<file path="src/rtl/lsu_pkg.sv">
// Shared definitions for the load/store unit: MemOp encodings, FSM state
// encoding and the per-op byte count.
package lsu_pkg;

  localparam logic [2:0] OP_W  = 3'b000;
  localparam logic [2:0] OP_B  = 3'b001;
  localparam logic [2:0] OP_H  = 3'b010;
  localparam logic [2:0] OP_BU = 3'b101;
  localparam logic [2:0] OP_HU = 3'b110;

  typedef enum logic [1:0] {
    ST_IDLE   = 2'd0,
    ST_ACCESS = 2'd1,
    ST_RESP   = 2'd2
  } state_t;

  // Number of bytes moved for an op; 0 flags an illegal encoding.
  function automatic logic [2:0] op_nbytes(input logic [2:0] op);
    case (op)
      OP_W:         op_nbytes = 3'd4;
      OP_B, OP_BU:  op_nbytes = 3'd1;
      OP_H, OP_HU:  op_nbytes = 3'd2;
      default:      op_nbytes = 3'd0;
    endcase
  endfunction

endpackage

</file>
<file path="src/rtl/lsu_extend.sv">
// Sign/zero extension of the assembled little-endian load word by MemOp.
module lsu_extend
  import lsu_pkg::*;
(
  input  logic [2:0]  op,
  input  logic [31:0] word,
  output logic [31:0] ext
);

  // Select the extension implied by the op; words pass through untouched.
  always_comb begin
    ext = word;
    case (op)
      OP_B:    ext = {{24{word[7]}}, word[7:0]};
      OP_H:    ext = {{16{word[15]}}, word[15:0]};
      OP_BU:   ext = {24'h000000, word[7:0]};
      OP_HU:   ext = {16'h0000, word[15:0]};
      default: ext = word;
    endcase
  end

endmodule

</file>
<file path="src/rtl/load_store_unit.sv">
// Load/store unit: serialises one CPU load/store into little-endian byte
// transactions on a req/ack byte port, with timeout abort and extension of
// load data. Optional build macro MISALIGN_CHECK_EN rejects misaligned
// half/word accesses at accept time.
//
//   state     | meaning
//   ----------+-------------------------------------------------------------
//   ST_IDLE   | ready for a request; latches fields on req_valid
//   ST_ACCESS | m_req high, one byte per m_ack, timeout counter running
//   ST_RESP   | single-cycle resp_valid pulse, then back to idle
module load_store_unit
  import lsu_pkg::*;
#(
  parameter int ADDR_W         = 32,
  parameter int TIMEOUT_CYCLES = 16
) (
  input  logic              clk,
  input  logic              rst_n,
  input  logic              req_valid,
  output logic              req_ready,
  input  logic              req_we,
  input  logic [2:0]        req_op,
  input  logic [ADDR_W-1:0] req_addr,
  input  logic [31:0]       req_wdata,
  output logic              resp_valid,
  output logic [31:0]       resp_rdata,
  output logic              resp_err,
  output logic              m_req,
  output logic              m_we,
  output logic [ADDR_W-1:0] m_addr,
  output logic [7:0]        m_wdata,
  input  logic              m_ack,
  input  logic [7:0]        m_rdata
);

  localparam int TW = (TIMEOUT_CYCLES < 2) ? 1 : $clog2(TIMEOUT_CYCLES + 1);
  localparam logic [TW-1:0] T_LOAD = TW'(TIMEOUT_CYCLES);

  state_t            state, nstate;
  logic              we_q;
  logic [2:0]        op_q;
  logic [ADDR_W-1:0] addr_q;
  logic [31:0]       wdata_q;
  logic [1:0]        last_q;
  logic [1:0]        idx_q;
  logic [31:0]       rbuf_q;
  logic              err_q;
  logic [TW-1:0]     tmr_q;

  logic [2:0]        nb;
  logic              reject;
  logic              misalign;
  logic              last_byte;
  logic              timeout_hit;
  logic [31:0]       ext_word;

  assign nb     = op_nbytes(req_op);
  // Stores have no notion of unsigned; op[2] set on a store is illegal.
  assign reject = (nb == 3'd0) || (req_we && req_op[2]);

`ifdef MISALIGN_CHECK_EN
  assign misalign = ((nb == 3'd2) && req_addr[0]) ||
                    ((nb == 3'd4) && (req_addr[1:0] != 2'b00));
`else
  assign misalign = 1'b0;
`endif

  assign last_byte   = (idx_q == last_q);
  // Down-counter terminal count; an ack in the same cycle always wins.
  assign timeout_hit = (TIMEOUT_CYCLES != 0) && !m_ack && (tmr_q == TW'(1));

  // State register.
  always_ff @(posedge clk or negedge rst_n) begin
    if (!rst_n) state <= ST_IDLE;
    else        state <= nstate;
  end

  // Next-state decode.
  always_comb begin
    nstate = state;
    case (state)
      ST_IDLE: begin
        if (req_valid) nstate = (reject || misalign) ? ST_RESP : ST_ACCESS;
      end
      ST_ACCESS: begin
        if (m_ack && last_byte) nstate = ST_RESP;
        else if (timeout_hit)   nstate = ST_RESP;
      end
      ST_RESP: nstate = ST_IDLE;
      default: nstate = ST_IDLE;
    endcase
  end

  // Request capture, byte sequencing, load assembly and timeout timer.
  always_ff @(posedge clk or negedge rst_n) begin
    if (!rst_n) begin
      we_q    <= 1'b0;
      op_q    <= OP_W;
      addr_q  <= '0;
      wdata_q <= '0;
      last_q  <= '0;
      idx_q   <= '0;
      rbuf_q  <= '0;
      err_q   <= 1'b0;
      tmr_q   <= '0;
    end else begin
      case (state)
        ST_IDLE: begin
          if (req_valid) begin
            we_q    <= req_we;
            op_q    <= req_op;
            addr_q  <= req_addr;
            wdata_q <= req_wdata;
            last_q  <= nb[1:0] - 2'd1;
            idx_q   <= '0;
            rbuf_q  <= '0;
            err_q   <= reject || misalign;
            tmr_q   <= T_LOAD;
          end
        end
        ST_ACCESS: begin
          if (m_ack) begin
            if (!we_q) rbuf_q[{idx_q, 3'b000} +: 8] <= m_rdata;
            idx_q <= idx_q + 2'd1;
            tmr_q <= T_LOAD;
          end else if (timeout_hit) begin
            err_q <= 1'b1;
          end else if (tmr_q != '0) begin
            tmr_q <= tmr_q - TW'(1);
          end
        end
        default: ;
      endcase
    end
  end

  lsu_extend u_extend (
    .op   (op_q),
    .word (rbuf_q),
    .ext  (ext_word)
  );

  assign req_ready  = (state == ST_IDLE);
  assign m_req      = (state == ST_ACCESS);
  assign m_we       = m_req && we_q;
  assign m_addr     = m_req ? (addr_q + ADDR_W'(idx_q)) : '0;
  assign m_wdata    = m_we ? wdata_q[{idx_q, 3'b000} +: 8] : 8'h00;
  assign resp_valid = (state == ST_RESP);
  assign resp_err   = resp_valid && err_q;
  assign resp_rdata = (resp_valid && !err_q && !we_q) ? ext_word : 32'h0;

endmodule

</file>
<file path="config.mk">
export PLATFORM = sky130hd
export DESIGN_NAME = load_store_unit
export DESIGN_NICKNAME = d
export VERILOG_FILES = /design/src/rtl/lsu_pkg.sv /design/src/rtl/lsu_extend.sv /design/src/rtl/load_store_unit.sv
export SDC_FILE = /design/constraint.sdc
export NUM_CORES = 1
export LEC_CHECK = 0
export BUFFER_PORTS_ARGS = -buffer_cell sky130_fd_sc_hd__buf_2
export CAP_MARGIN = 20
export CORE_UTILIZATION = 45
export CTS_BUF_LIST = sky130_fd_sc_hd__clkbuf_8
export CTS_CLUSTER_DIAMETER = 50
export CTS_CLUSTER_SIZE = 12
export DETAILED_ROUTE_END_ITERATION = 16
export PLACE_DENSITY = 0.76
export SETUP_SLACK_MARGIN = 0.1
export SLEW_MARGIN = 20
export SYNTH_ARGS = -nofsm -noshare
export SYNTH_HDL_FRONTEND = slang
export SYNTH_HIERARCHICAL = 1
export SYNTH_SLANG_ARGS = --single-unit
</file>
<file path="constraint.sdc">
create_clock -name clk -period 4.5 [get_ports clk]
set_clock_uncertainty 0.2 [all_clocks]
set_input_delay 0.45 -clock clk [delete_from_list [all_inputs] [get_ports clk]]
set_output_delay 0.45 -clock clk [all_outputs]
set_load 0.05 [all_outputs]
</file>
==> impl_metrics.json <==
{
  "synth_largest_area_cell": "dfrtp_1",
  "final_nets": 859,
  "vias_per_cell": 5.58,
  "antenna_found_initial": 0,
  "ant_nets": 0,
  "setup_ws_ns": 0.865,
  "cp-end-kind": "primary output",
  "cts.sinks": 112,
  "drv_cap": 0,
  "dieHeight_um": 122,
  "p_int_w": 0.00262,
  "synth-xor-area-share_pct": 1.76,
  "grt_overflow_total": 0,
  "yosysSeqAreaShare_pct": 43.3,
  "core_area_um2": 14000,
  "cts.path.max_buffers": 2,
  "crit_path_max_fanout": 15,
  "clk_latency_ns": 0.40,
  "syn_avg_cell_area_um2": 10.1,
  "synth_fa_ha_area_share_pct": 2.24,
  "rsz0062_at_grt": "false",
  "synthTopCellsByArea": "dfrtp_1 43%, mux2_2 11%, o21ai_0 3.6%",
  "vias": 5319,
  "max_freq_ghz": 0.275,
  "netlist_area_um2": 6480,
  "io_pins": 157,
  "cts_tree": "built",
  "routed_wl_mm": 15.5,
  "tns_ns": 0,
  "fin_area_um2": 7550,
  "dpl_cell_area_um2": 7320,
  "track_usage_pct": 22.0,
  "ys_warn_count": 6,
  "share_comb_of_total_power_pct": 49.3,
  "path_class": "reg -> out",
  "post-route-util_pct": 54.0,
  "arrival_ns": 2.99,
  "clockPowerShare_pct": 13.5,
  "grt_max_degree": 57,
  "p_sw_share_pct": 46.8,
  "dr.first_iter.drc_count": 366,
  "grt_pass1_vias": 5263,
  "finalSetupViolations": 0,
  "cp_top_family": "simple AND/OR/NAND/NOR gates",
  "synthFlopType": "dfrtp_1",
  "io_buffers": 156,
  "postSynthCellCount": 639,
  "p_per_area_nw_per_um2": 653,
  "async_reset_ff_share_pct": 100,
  "avgRoutedWirePerCell_um": 16.3,
  "synth_compound_area_share_pct": 14.4,
  "finalCritPeriodShare_pct": 80.8,
  "drive_above_1_share_pct": 34.0,
  "relSlewSlack_pct": 40.9,
  "ir_drop_v": 0.000570,
  "grt.busiest_layer": "met2",
  "final_cells": 953,
  "synth_mux_area_share_pct": 13.9,
  "finalCriticalPeriod_ns": 3.64,
  "row_count": 43,
  "die_area_um2": 14900,
  "start_util_pct": 46.3,
  "met3_usage_pct": 6.41,
  "crit_buf_inv": 1,
  "syn2layout_area_growth_pct": 16.6,
  "cts_resized": 0,
  "hold_class": "in -> reg",
  "pre_cts_slack_ns": 1.30,
  "grtUsageMet1_pct": 28.5,
  "clk_pin_slew_worst_paths_ns": 0.11,
  "status": "complete, no violations",
  "leakage_nw": 3.36,
  "cp_cell_sequence": "ha_1 -> fa_1 -> nand4_1 -> or3_1 -> or4_1 -> a21oi_1 -> buf_2",
  "start_kind": "flip-flop",
  "grt_pass1_wl_mm": 25.5,
  "htree_levels": 3,
  "worstPathRequired_ns": 3.85,
  "met2_usage_pct": 35.1,
  "cts_inserted_buffers": 9,
  "yosysTopAreaCellShare_pct": 43.3,
  "dp_cells": 936,
  "synth_nets": 730,
  "worst_pin_slew_ns": 0.886,
  "die_w_um": 122,
  "synth_top_family_by_area": "simple AND/OR/NAND/NOR gates",
  "cpPeakStageDelay_ns": 0.61,
  "synthSimpleGateAreaFrac_pct": 18.1,
  "gp_congestion": 0.818,
  "first_pass_iters": 5,
  "yosysUniqueCellTypes": 57,
  "hold_viol": 0,
  "synth.ff_latch_count": 112,
  "drc": 0,
  "p_seq_share_pct": 37.3,
  "maxSlewViolCount": 0,
  "crit_path_top_delay_cell": "or3_1",
  "synth_edf_count": 0,
  "hpwl_mm": 11.0,
  "p_sw_w": 0.00231,
  "cts-root-buf": "clkbuf_8",
  "num_antenna_cells": 0
}
==> repair_timing <==
action,CTS,global route
hold buffers,1,0
setup buffers,0,0
hold endpoints to repair,54,0
==> per-stage QoR <==
step	hold WS (ns)	power (W)
after floorplan	-0.0456	0.00374
final	0.0597	0.00493
after global routing	0.0486	0.00527
after detailed placement	0.286	0.00429
after CTS	0.0406	0.00496
after global placement	0.285	0.00423
==> logic make-up (layout without fill, tap and decap cells) <==
kind of cell               count (synthesis)  count (layout)
AOI/OAI and AO/OA                        141             141
xor gates and xnor gates                  13              13
adders and majority gates                 11              11
buffers and inverters                     89             223
DFF                                      112             112
muxes                                     72              72
and+or+nand+nor                          201             201
==> synthesized netlist by cell type (all sizes together) (17+ instances only) <==
library cell / number
dfrtp: 112
mux2: 62
inv: 39
buf: 23
o21ai: 47
nor2: 17
a21oi: 22
nand2b: 25
nand3: 26
and2: 37
nand2: 29
clkbuf: 27
==> power groups by stage <==
stage	clock, W	combinational [W]	sequential (W)
CTS	0.000685	0.00244	0.00183
floorplan	0	0.00207	0.00166
global route	0.000721	0.00264	0.00191
detailed placement	0	0.00244	0.00185
finish	0.000664	0.00243	0.00184
global placement	0	0.00240	0.00183
==> sequential cells by signal, indices dropped and copies added, names as in the netlist <==
name,cells
addr_q,32
idx_q,2
err_q,1
last_q,2
rbuf_q,32
we_q,1
op_q,3
state,2
tmr_q,5
wdata_q,32
==> metal layers <==
| metal | wire, um | part of all wire, % |
|---|---|---|
| met4 | 267 | 1.7 |
| met3 | 1280 | 8.2 |
| met1 | 6750 | 43 |
| met5 | 0 | 0 |
| met2 | 7220 | 47 |
==> worst paths after layout <==
path                                 startpoint                     end  slack, ns  cells past startpoint
max                        idx_q[0]$_DFFE_PN0P_              m_addr[30]       0.86                      7
min                                 req_addr[9]   addr_q[9]$_DFFE_PN0P_       0.06                      3
max reg2reg                state[0]$_DFFE_PN0P_    tmr_q[3]$_DFFE_PN0P_       1.71                      6
min reg2reg                tmr_q[1]$_DFFE_PN0P_    tmr_q[1]$_DFFE_PN0P_       0.31                      2
max in group asynchronous                 rst_n    idx_q[1]$_DFFE_PN0P_       2.75                      3
min in group asynchronous                 rst_n  rbuf_q[17]$_DFFE_PN0P_       0.44                      2
==> worst register-to-register path: stages (launching register included) <==
cell	delay, ns
dfrtp_1	0.70
nand2b_1	0.10
buf_4	0.25
inv_1	0.56
o32ai_1	0.35
or3_1	0.42
a21oi_1	0.13
==> layout make-up <==
| cell class | instances | area [um2] |
|---|---|---|
| inverters | 39 | 146 |
| multi-input cells | 438 | 3280 |
| clock buffers | 9 | 124 |
| repair buffers | 168 | 876 |
| clock inverters | 7 | 100 |
| flip-flops and latches | 112 | 2800 |
| well taps | 180 | 225 |
| fillers | 1282 | 6440 |
==> placed cells by master (no fill, tap or decap), types with 9 or more instances in the layout <==
master	netlist	final
nand2_1	29	29
xnor2_1	10	10
or4_1	9	9
buf_2	7	155
and2_1	37	37
ha_1	10	10
mux2_2	62	62
nand2b_1	25	25
a21boi_0	16	16
a21oi_1	22	22
buf_4	10	12
dfrtp_1	112	112
or3_1	14	14
inv_1	39	39
o21ai_0	47	47
clkbuf_8	0	9
nand3_1	26	26
a32oi_1	16	16
a22o_1	16	16
nor2_1	17	17
Note: power is estimated with default switching activity, not from simulation.
